===== src/rtl/seq_divider_pkg.sv =====
// Shared types and constants for the sequential restoring divider.
package seq_divider_pkg;

    localparam int unsigned DEFAULT_WIDTH = 8;

    typedef enum logic [1:0] {
        IDLE = 2'd0,
        RUN  = 2'd1,
        DONE = 2'd2
    } state_t;

endpackage


===== src/rtl/full_adder.sv =====
// One-bit full adder cell used to build ripple subtract chains.
module full_adder (
    input  logic a,
    input  logic b,
    input  logic cin,
    output logic sum,
    output logic cout
);

    assign sum  = a ^ b ^ cin;
    assign cout = (a & b) | (cin & (a ^ b));

endmodule


===== src/rtl/seq_divider_div_step.sv =====
// One restoring-division step: trial subtract of the divisor from the shifted
// partial remainder, keeping the difference only when it is non-negative.
module div_step #(
    parameter int unsigned WIDTH = 8
) (
    input  logic [WIDTH:0]   remainder,
    input  logic [WIDTH-1:0] divisor,
    output logic [WIDTH-1:0] next_remainder,
    output logic             quotient_bit
);

    logic [WIDTH:0]   carry;
    logic [WIDTH-1:0] diff;

    assign carry[0] = 1'b1;

    for (genvar i = 0; i < int'(WIDTH); i++) begin : g_sub
        full_adder u_fa (
            .a    (remainder[i]),
            .b    (~divisor[i]),
            .cin  (carry[i]),
            .sum  (diff[i]),
            .cout (carry[i+1])
        );
    end

    // A set top bit means the shifted remainder already exceeds any WIDTH-bit divisor.
    assign quotient_bit   = remainder[WIDTH] | carry[WIDTH];
    assign next_remainder = quotient_bit ? diff : remainder[WIDTH-1:0];

endmodule


===== src/rtl/seq_divider.sv =====
// Sequential restoring divider, one quotient bit per clock.
// Define SEQ_DIVIDER_SIGNED_EN for two's-complement operands and results.
module seq_divider
    import seq_divider_pkg::*;
#(
    parameter int unsigned WIDTH = DEFAULT_WIDTH
) (
    input  logic             clk,
    input  logic             rst,
    input  logic             Data_in_Start,
    input  logic [WIDTH-1:0] Data_in_Dividend,
    input  logic [WIDTH-1:0] Data_in_Divisor,
    output logic [WIDTH-1:0] Data_out_Quotient,
    output logic [WIDTH-1:0] Data_out_Remainder,
    output logic             Data_out_Busy,
    output logic             Data_out_Done,
    output logic             Data_out_DivByZero
);

    localparam int unsigned CNT_W = $clog2(WIDTH + 1);

    state_t           state, state_next;
    logic [WIDTH-1:0] rem_r, dvd_r, dvs_r;
    logic [CNT_W-1:0] cnt;
    logic             zero_pend;
    logic             accept_c, last_c, div_zero_c;
    logic [WIDTH-1:0] step_rem;
    logic             step_q;
    logic [WIDTH-1:0] mag_dvd, mag_dvs;
    logic [WIDTH-1:0] q_raw, q_fin, r_fin;

    assign div_zero_c = (Data_in_Divisor == '0);
    assign q_raw      = {dvd_r[WIDTH-2:0], step_q};

`ifdef SEQ_DIVIDER_SIGNED_EN
    logic q_neg, r_neg;

    // Divide magnitudes; MIN maps to 2^(WIDTH-1), which still fits unsigned.
    assign mag_dvd = Data_in_Dividend[WIDTH-1] ? WIDTH'(-Data_in_Dividend) : Data_in_Dividend;
    assign mag_dvs = Data_in_Divisor[WIDTH-1]  ? WIDTH'(-Data_in_Divisor)  : Data_in_Divisor;
    assign q_fin   = q_neg ? WIDTH'(-q_raw)    : q_raw;
    assign r_fin   = r_neg ? WIDTH'(-step_rem) : step_rem;

    always_ff @(posedge clk) begin
        if (rst) begin
            q_neg <= 1'b0;
            r_neg <= 1'b0;
        end else if (accept_c) begin
            q_neg <= Data_in_Dividend[WIDTH-1] ^ Data_in_Divisor[WIDTH-1];
            r_neg <= Data_in_Dividend[WIDTH-1];
        end
    end
`else
    assign mag_dvd = Data_in_Dividend;
    assign mag_dvs = Data_in_Divisor;
    assign q_fin   = q_raw;
    assign r_fin   = step_rem;
`endif

    div_step #(.WIDTH(WIDTH)) u_step (
        .remainder      ({rem_r, dvd_r[WIDTH-1]}),
        .divisor        (dvs_r),
        .next_remainder (step_rem),
        .quotient_bit   (step_q)
    );

    always_ff @(posedge clk) begin
        if (rst) state <= IDLE;
        else     state <= state_next;
    end

    // Divide-by-zero parks in IDLE for one cycle with zero_pend set, then reports.
    always_comb begin
        state_next = state;
        accept_c   = 1'b0;
        last_c     = 1'b0;
        case (state)
            IDLE: begin
                if (zero_pend) begin
                    state_next = DONE;
                end else if (Data_in_Start) begin
                    accept_c   = 1'b1;
                    state_next = div_zero_c ? IDLE : RUN;
                end
            end
            RUN: begin
                if (cnt == CNT_W'(1)) begin
                    last_c     = 1'b1;
                    state_next = DONE;
                end
            end
            DONE: begin
                if (Data_in_Start) begin
                    accept_c   = 1'b1;
                    state_next = div_zero_c ? IDLE : RUN;
                end else begin
                    state_next = IDLE;
                end
            end
            default: state_next = IDLE;
        endcase
    end

    always_ff @(posedge clk) begin
        if (rst) begin
            rem_r              <= '0;
            dvd_r              <= '0;
            dvs_r              <= '0;
            cnt                <= '0;
            zero_pend          <= 1'b0;
            Data_out_Quotient  <= '0;
            Data_out_Remainder <= '0;
            Data_out_Busy      <= 1'b0;
            Data_out_Done      <= 1'b0;
            Data_out_DivByZero <= 1'b0;
        end else begin
            Data_out_Busy <= (state_next == RUN);
            Data_out_Done <= (state_next == DONE);
            if (accept_c) begin
                rem_r <= '0;
                dvd_r <= div_zero_c ? Data_in_Dividend : mag_dvd;
                dvs_r <= mag_dvs;
                cnt   <= div_zero_c ? '0 : CNT_W'(WIDTH);
                if (div_zero_c) zero_pend <= 1'b1;
                else            Data_out_DivByZero <= 1'b0;
            end else if (zero_pend) begin
                zero_pend          <= 1'b0;
                Data_out_Quotient  <= '1;
                Data_out_Remainder <= dvd_r;
                Data_out_DivByZero <= 1'b1;
            end else if (state == RUN) begin
                rem_r <= step_rem;
                dvd_r <= q_raw;
                cnt   <= cnt - CNT_W'(1);
                if (last_c) begin
                    Data_out_Quotient  <= q_fin;
                    Data_out_Remainder <= r_fin;
                end
            end
        end
    end

endmodule


===== config.mk =====
export PLATFORM = sky130hd
export DESIGN_NAME = seq_divider
export DESIGN_NICKNAME = d
export VERILOG_FILES = /design/src/rtl/seq_divider_pkg.sv /design/src/rtl/full_adder.sv /design/src/rtl/seq_divider_div_step.sv /design/src/rtl/seq_divider.sv
export SDC_FILE = /design/constraint.sdc
export NUM_CORES = 1
export LEC_CHECK = 0
export BUFFER_PORTS_ARGS = -buffer_cell sky130_fd_sc_hd__buf_2
export CORE_UTILIZATION = 45
export DETAILED_ROUTE_END_ITERATION = 16
export GPL_TIMING_DRIVEN = 0
export MAX_ROUTING_LAYER = met4
export PLACE_DENSITY = 0.76
export SLEW_MARGIN = 0
export SYNTH_ARGS = -nofsm -noshare
export SYNTH_HDL_FRONTEND = slang
export SYNTH_SLANG_ARGS = --single-unit

===== constraint.sdc =====
create_clock -name clk -period 4 [get_ports clk]
set_clock_uncertainty 0.15 [all_clocks]
set_input_delay 0.2 -clock clk [delete_from_list [all_inputs] [get_ports clk]]
set_output_delay 0.2 -clock clk [all_outputs]
set_load 0.01 [all_outputs]

==> results.txt <==
----------------------------------------------------
[STA]
  Hold Vio Cnt, Final ... 1
  Final period demand of the worst path ... 3.98 ns
  Final setup violating endpoints ... 0
  Number of pins exceeding their max-slew limit in the final report ... 0
  Final clock period utilization by the worst path ... 0.995
  Maximum clock frequency ... 251 MHz
  Worst hold margin ... -0.00227 ns
  Worst rel slew slack ... 0.602
  Transition time of the tightest slew-check pin ... 0.596 ns
  Setup repair after global routing missed its margin ... true

[Final layout]
  Post-layout nets ... 352
  Layout cell share with drive strength beyond 1 ... 0.278
  Area growth from synthesis to layout ... 26.2%
  Most common cell after layout, fill and taps aside ... sky130_fd_sc_hd__dfxtp_1
  Non-filler cells in the finished layout ... 391
  Number of antenna repair diodes ... 0
  Highest-count cells in the layout ignoring fill and taps ... 49 x sky130_fd_sc_hd__dfxtp_1, 45 x sky130_fd_sc_hd__nand2_1, 43 x sky130_fd_sc_hd__buf_2, 23 x sky130_fd_sc_hd__nor2_1, 21 x sky130_fd_sc_hd__a21oi_1
  Fraction of the core area covered by cells at the end of the flow ... 0.607

[Die]
  Initial standard-cell utilization of the core ... 0.481
  Die Span X ... 74.0 um
  Die outline height ... 74.0 um
  Boundary pin count ... 38
  Core area ... 0.00485 mm^2
  Total die area ... 0.00547 mm^2
  Cell Rows ... 25

[Worst setup path]
  Crit path launch type ... register
  End of the worst register-to-register path ... Data_out_Remainder[5]
  Worst Reg2Reg Path Length in Cells ... 17
  Peak fanout along the critical path ... 5
  Cell with the most instances on the worst path ... sky130_fd_sc_hd__fa_2
  Nature of the critical path endpoint ... register
  Internal reg-to-reg setup slack ... 0.02 ns
  Critical Path RT ... 4.05 ns
  Worst setup path class ... reg2reg
  CP delay by family, top ... adder cells
  Worst path bufs/invs ... 5
  Worst endpoint data arrival time ... 4.03 ns
  Crit path cell chain ... inv_2 -> ha_4 -> fa_2 -> fa_2 -> fa_2 -> fa_2 -> inv_2 -> fa_2 -> inv_2 -> fa_2 -> inv_2 -> fa_2 -> or2_1 -> buf_6 -> mux2i_4 -> a2111oi_4 -> a31o_1
  Source of the worst register-to-register timing path ... dvd_r[7]
  Biggest cell delay along the critical path ... 0.35 ns
  Worst path slowest cell ... sky130_fd_sc_hd__dfxtp_2

[Global route]
  Initial antenna violation count ... 0
  Global-route wire length before repair ... 9.06 mm
  Grt total ovfl ... 0
  Number of global-route vias before repair ... 1,906
  Global routing usage summed across all routing layers ... 0.232
  Maximum number of pins on one net before global-route repair ... 17

[CTS]
  Buffers from clock root to sink, at most ... 2
  Number of sinks on the clock net ... 50
  Clock tree from TritonCTS ... built
  Number of levels in the clock H-tree ... 2
  Number of buffers inserted during clock tree synthesis ... 5
  Clock latency on the worst-skew pair ... 0.31 ns
  Root Buffer Master ... sky130_fd_sc_hd__clkbuf_8
  CTS clock-pin slew for the worst setup and hold paths ... 0.08 ns

[Routing]
  Routed wire length ... 5.54 mm
  Wire per inst ... 14.2 um
  DRT Pass-1 Iters ... 4
  Post-detailed-route DRC marker count ... 0
  Drt first-iter violations ... 189
  Detail-routed via count per cell ... 5.28
  Detail Route Antenna Nets ... 0
  Vias after detailed routing ... 2,065

[Logic synthesis]
  Synth Flop Type ... sky130_fd_sc_hd__dfxtp_1
  Count of mapped cells out of synthesis ... 266
  Number of register bits inferred by synthesis ... 50
  Post-Syn Area per Cell ... 8.77 um^2
  Number of enable-type register cells in the synthesized netlist ... 0
  Share of synthesized flip-flops with an asynchronous set or reset ... 0
  Syn. warnings ... 0
  Number of nets in the synthesized netlist ... 295
  Sequential element share of the synthesized area ... 0.429
  Number of different library cells in the post-synthesis netlist ... 37
  Post-synth design cell area ... 0.00233 mm^2

[Pwr]
  Worst supply voltage drop on vdd ... 0.176 mV
  Total power divided by cell area ... 440 mW/mm^2
  Leakage power ... 0.00119 uW

[Run status]
  Violated checks ... hold timing
  Outcome ... complete, but fails checks

[Place]
  Half-perimeter wire length of the detailed placement result ... 3.91 mm
  Count of port buffers added during placement ... 36
  Final GP Congestion ... 0.875
  Placed cell count ... 369

[Flow run]
  MaxCap Viol Count ... 0

[Min path]
  Class of the tightest hold or removal check ... in2reg
  Cells on Worst Hold Path ... 3
  Hold Path Sink ... dvs_r[7]
  Start point of the worst hold path ... Data_in_Divisor[7]

----------------------------------------------------
## logic make-up after synthesis
kind of cell | Yosys count | share of synthesized area
adder cells (fa/ha/maj) | 10 | 0.0762
XOR/XNOR | 1 | 0.00376
AO/OA/AOI/OAI | 61 | 0.170
multiplexers | 15 | 0.0644
AND/OR/NAND/NOR | 96 | 0.189
flip-flops | 50 | 0.429
buffers and inverters | 33 | 0.0671
## worst max path at each step
stage                  start                    end  slack (ns)  cells past startpoint
global placement    dvd_r[7]  Data_out_Remainder[5]       -0.34                     17
global route        dvd_r[7]  Data_out_Remainder[5]       -0.13                     17
floorplan           dvd_r[7]  Data_out_Remainder[7]        0.01                     17
finish              dvd_r[7]  Data_out_Remainder[5]        0.02                     17
CTS                 dvd_r[7]  Data_out_Remainder[5]      -0.001                     17
detailed placement  dvd_r[7]  Data_out_Remainder[5]       -0.42                     17
## through the flow
stage	TNS, ns	cell area (um^2)	power [uW]	setup slack, ns
finish	0	2940	1290	0.0191
global route	-0.414	2940	1360	-0.130
CTS	-0.000965	2900	1270	-0.000965
detailed placement	-1.64	2610	801	-0.418
global placement	-0.938	2610	792	-0.344
floorplan	0	2340	731	0.0133
## worst reg2reg max path: stages, from the launching register on
cell and delay [ns]:
sky130_fd_sc_hd__dfxtp_2 0.35, sky130_fd_sc_hd__inv_2 0.05, sky130_fd_sc_hd__ha_4 0.15, sky130_fd_sc_hd__fa_2 0.34
sky130_fd_sc_hd__fa_2 0.34, sky130_fd_sc_hd__fa_2 0.35, sky130_fd_sc_hd__fa_2 0.34, sky130_fd_sc_hd__inv_2 0.07
sky130_fd_sc_hd__fa_2 0.20, sky130_fd_sc_hd__inv_2 0.04, sky130_fd_sc_hd__fa_2 0.33, sky130_fd_sc_hd__inv_2 0.07
sky130_fd_sc_hd__fa_2 0.25, sky130_fd_sc_hd__or2_1 0.13, sky130_fd_sc_hd__buf_6 0.13, sky130_fd_sc_hd__mux2i_4 0.29
sky130_fd_sc_hd__a2111oi_4 0.10, sky130_fd_sc_hd__a31o_1 0.21
## layer usage
metal / track usage / up-vias / routed length [um]
met4: 0.0598 / 0 / 46
met3: 0.0542 / 6 / 326
met1: 0.283 / 971 / 2410
met2: 0.384 / 60 / 2750
li1: - / 1028 / -
met5: - / - / 0
## Yosys cell counts (3+ instances only)
cell / number / share of area
sky130_fd_sc_hd__a22oi_1: 5 / 0.016
sky130_fd_sc_hd__dfxtp_1: 50 / 0.43
sky130_fd_sc_hd__buf_2: 7 / 0.015
sky130_fd_sc_hd__a211oi_1: 9 / 0.029
sky130_fd_sc_hd__a21oi_1: 24 / 0.052
sky130_fd_sc_hd__ha_1: 3 / 0.016
sky130_fd_sc_hd__a311oi_1: 4 / 0.015
sky130_fd_sc_hd__buf_4: 4 / 0.013
sky130_fd_sc_hd__mux2i_1: 15 / 0.064
sky130_fd_sc_hd__a31oi_1: 6 / 0.016
sky130_fd_sc_hd__o21ai_0: 5 / 0.011
sky130_fd_sc_hd__nand2_1: 45 / 0.072
sky130_fd_sc_hd__nor2_1: 23 / 0.037
sky130_fd_sc_hd__inv_1: 15 / 0.024
sky130_fd_sc_hd__nor3_1: 9 / 0.019
sky130_fd_sc_hd__clkbuf_1: 5 / 0.0080
sky130_fd_sc_hd__fa_1: 7 / 0.060
sky130_fd_sc_hd__nand3_1: 3 / 0.0064
## layout make-up
class | instances | area (um^2)
timing repair buffer | 50 | 300
buffer | 18 | 100
multi-input combinational | 183 | 1260
clock inverter | 3 | 68.8
clock buffer | 5 | 68.8
sequential | 50 | 1000
inverter | 15 | 56.3
fill | 435 | 1910
tap | 67 | 83.8
## where the power goes
part | switching (uW) | internal [uW]
Combinational | 174 | 150
Clock | 174 | 250
Sequential | 21.8 | 524
Total | 370 | 924
## registers in the layout, indices dropped and copies added, names as in the netlist
name	flops
Data_out_Busy	1
Data_out_DivByZero	1
Data_out_Done	1
Data_out_Quotient	8
Data_out_Remainder	8
cnt	4
dvd_r	8
dvs_r	8
rem_r	8
state	2
zero_pend	1
## timing repair
action / 4_1_cts / 5_1_grt
buffers inserted: 5 / 3
hold endpoints to repair: 6 / 0
hold buffers: 6 / 0
pin swaps: 9 / 6
endpoints found under the setup margin: 16 / 8
resized for setup: 16 / 4
No activity file was read; power rests on OpenSTA's default activity.
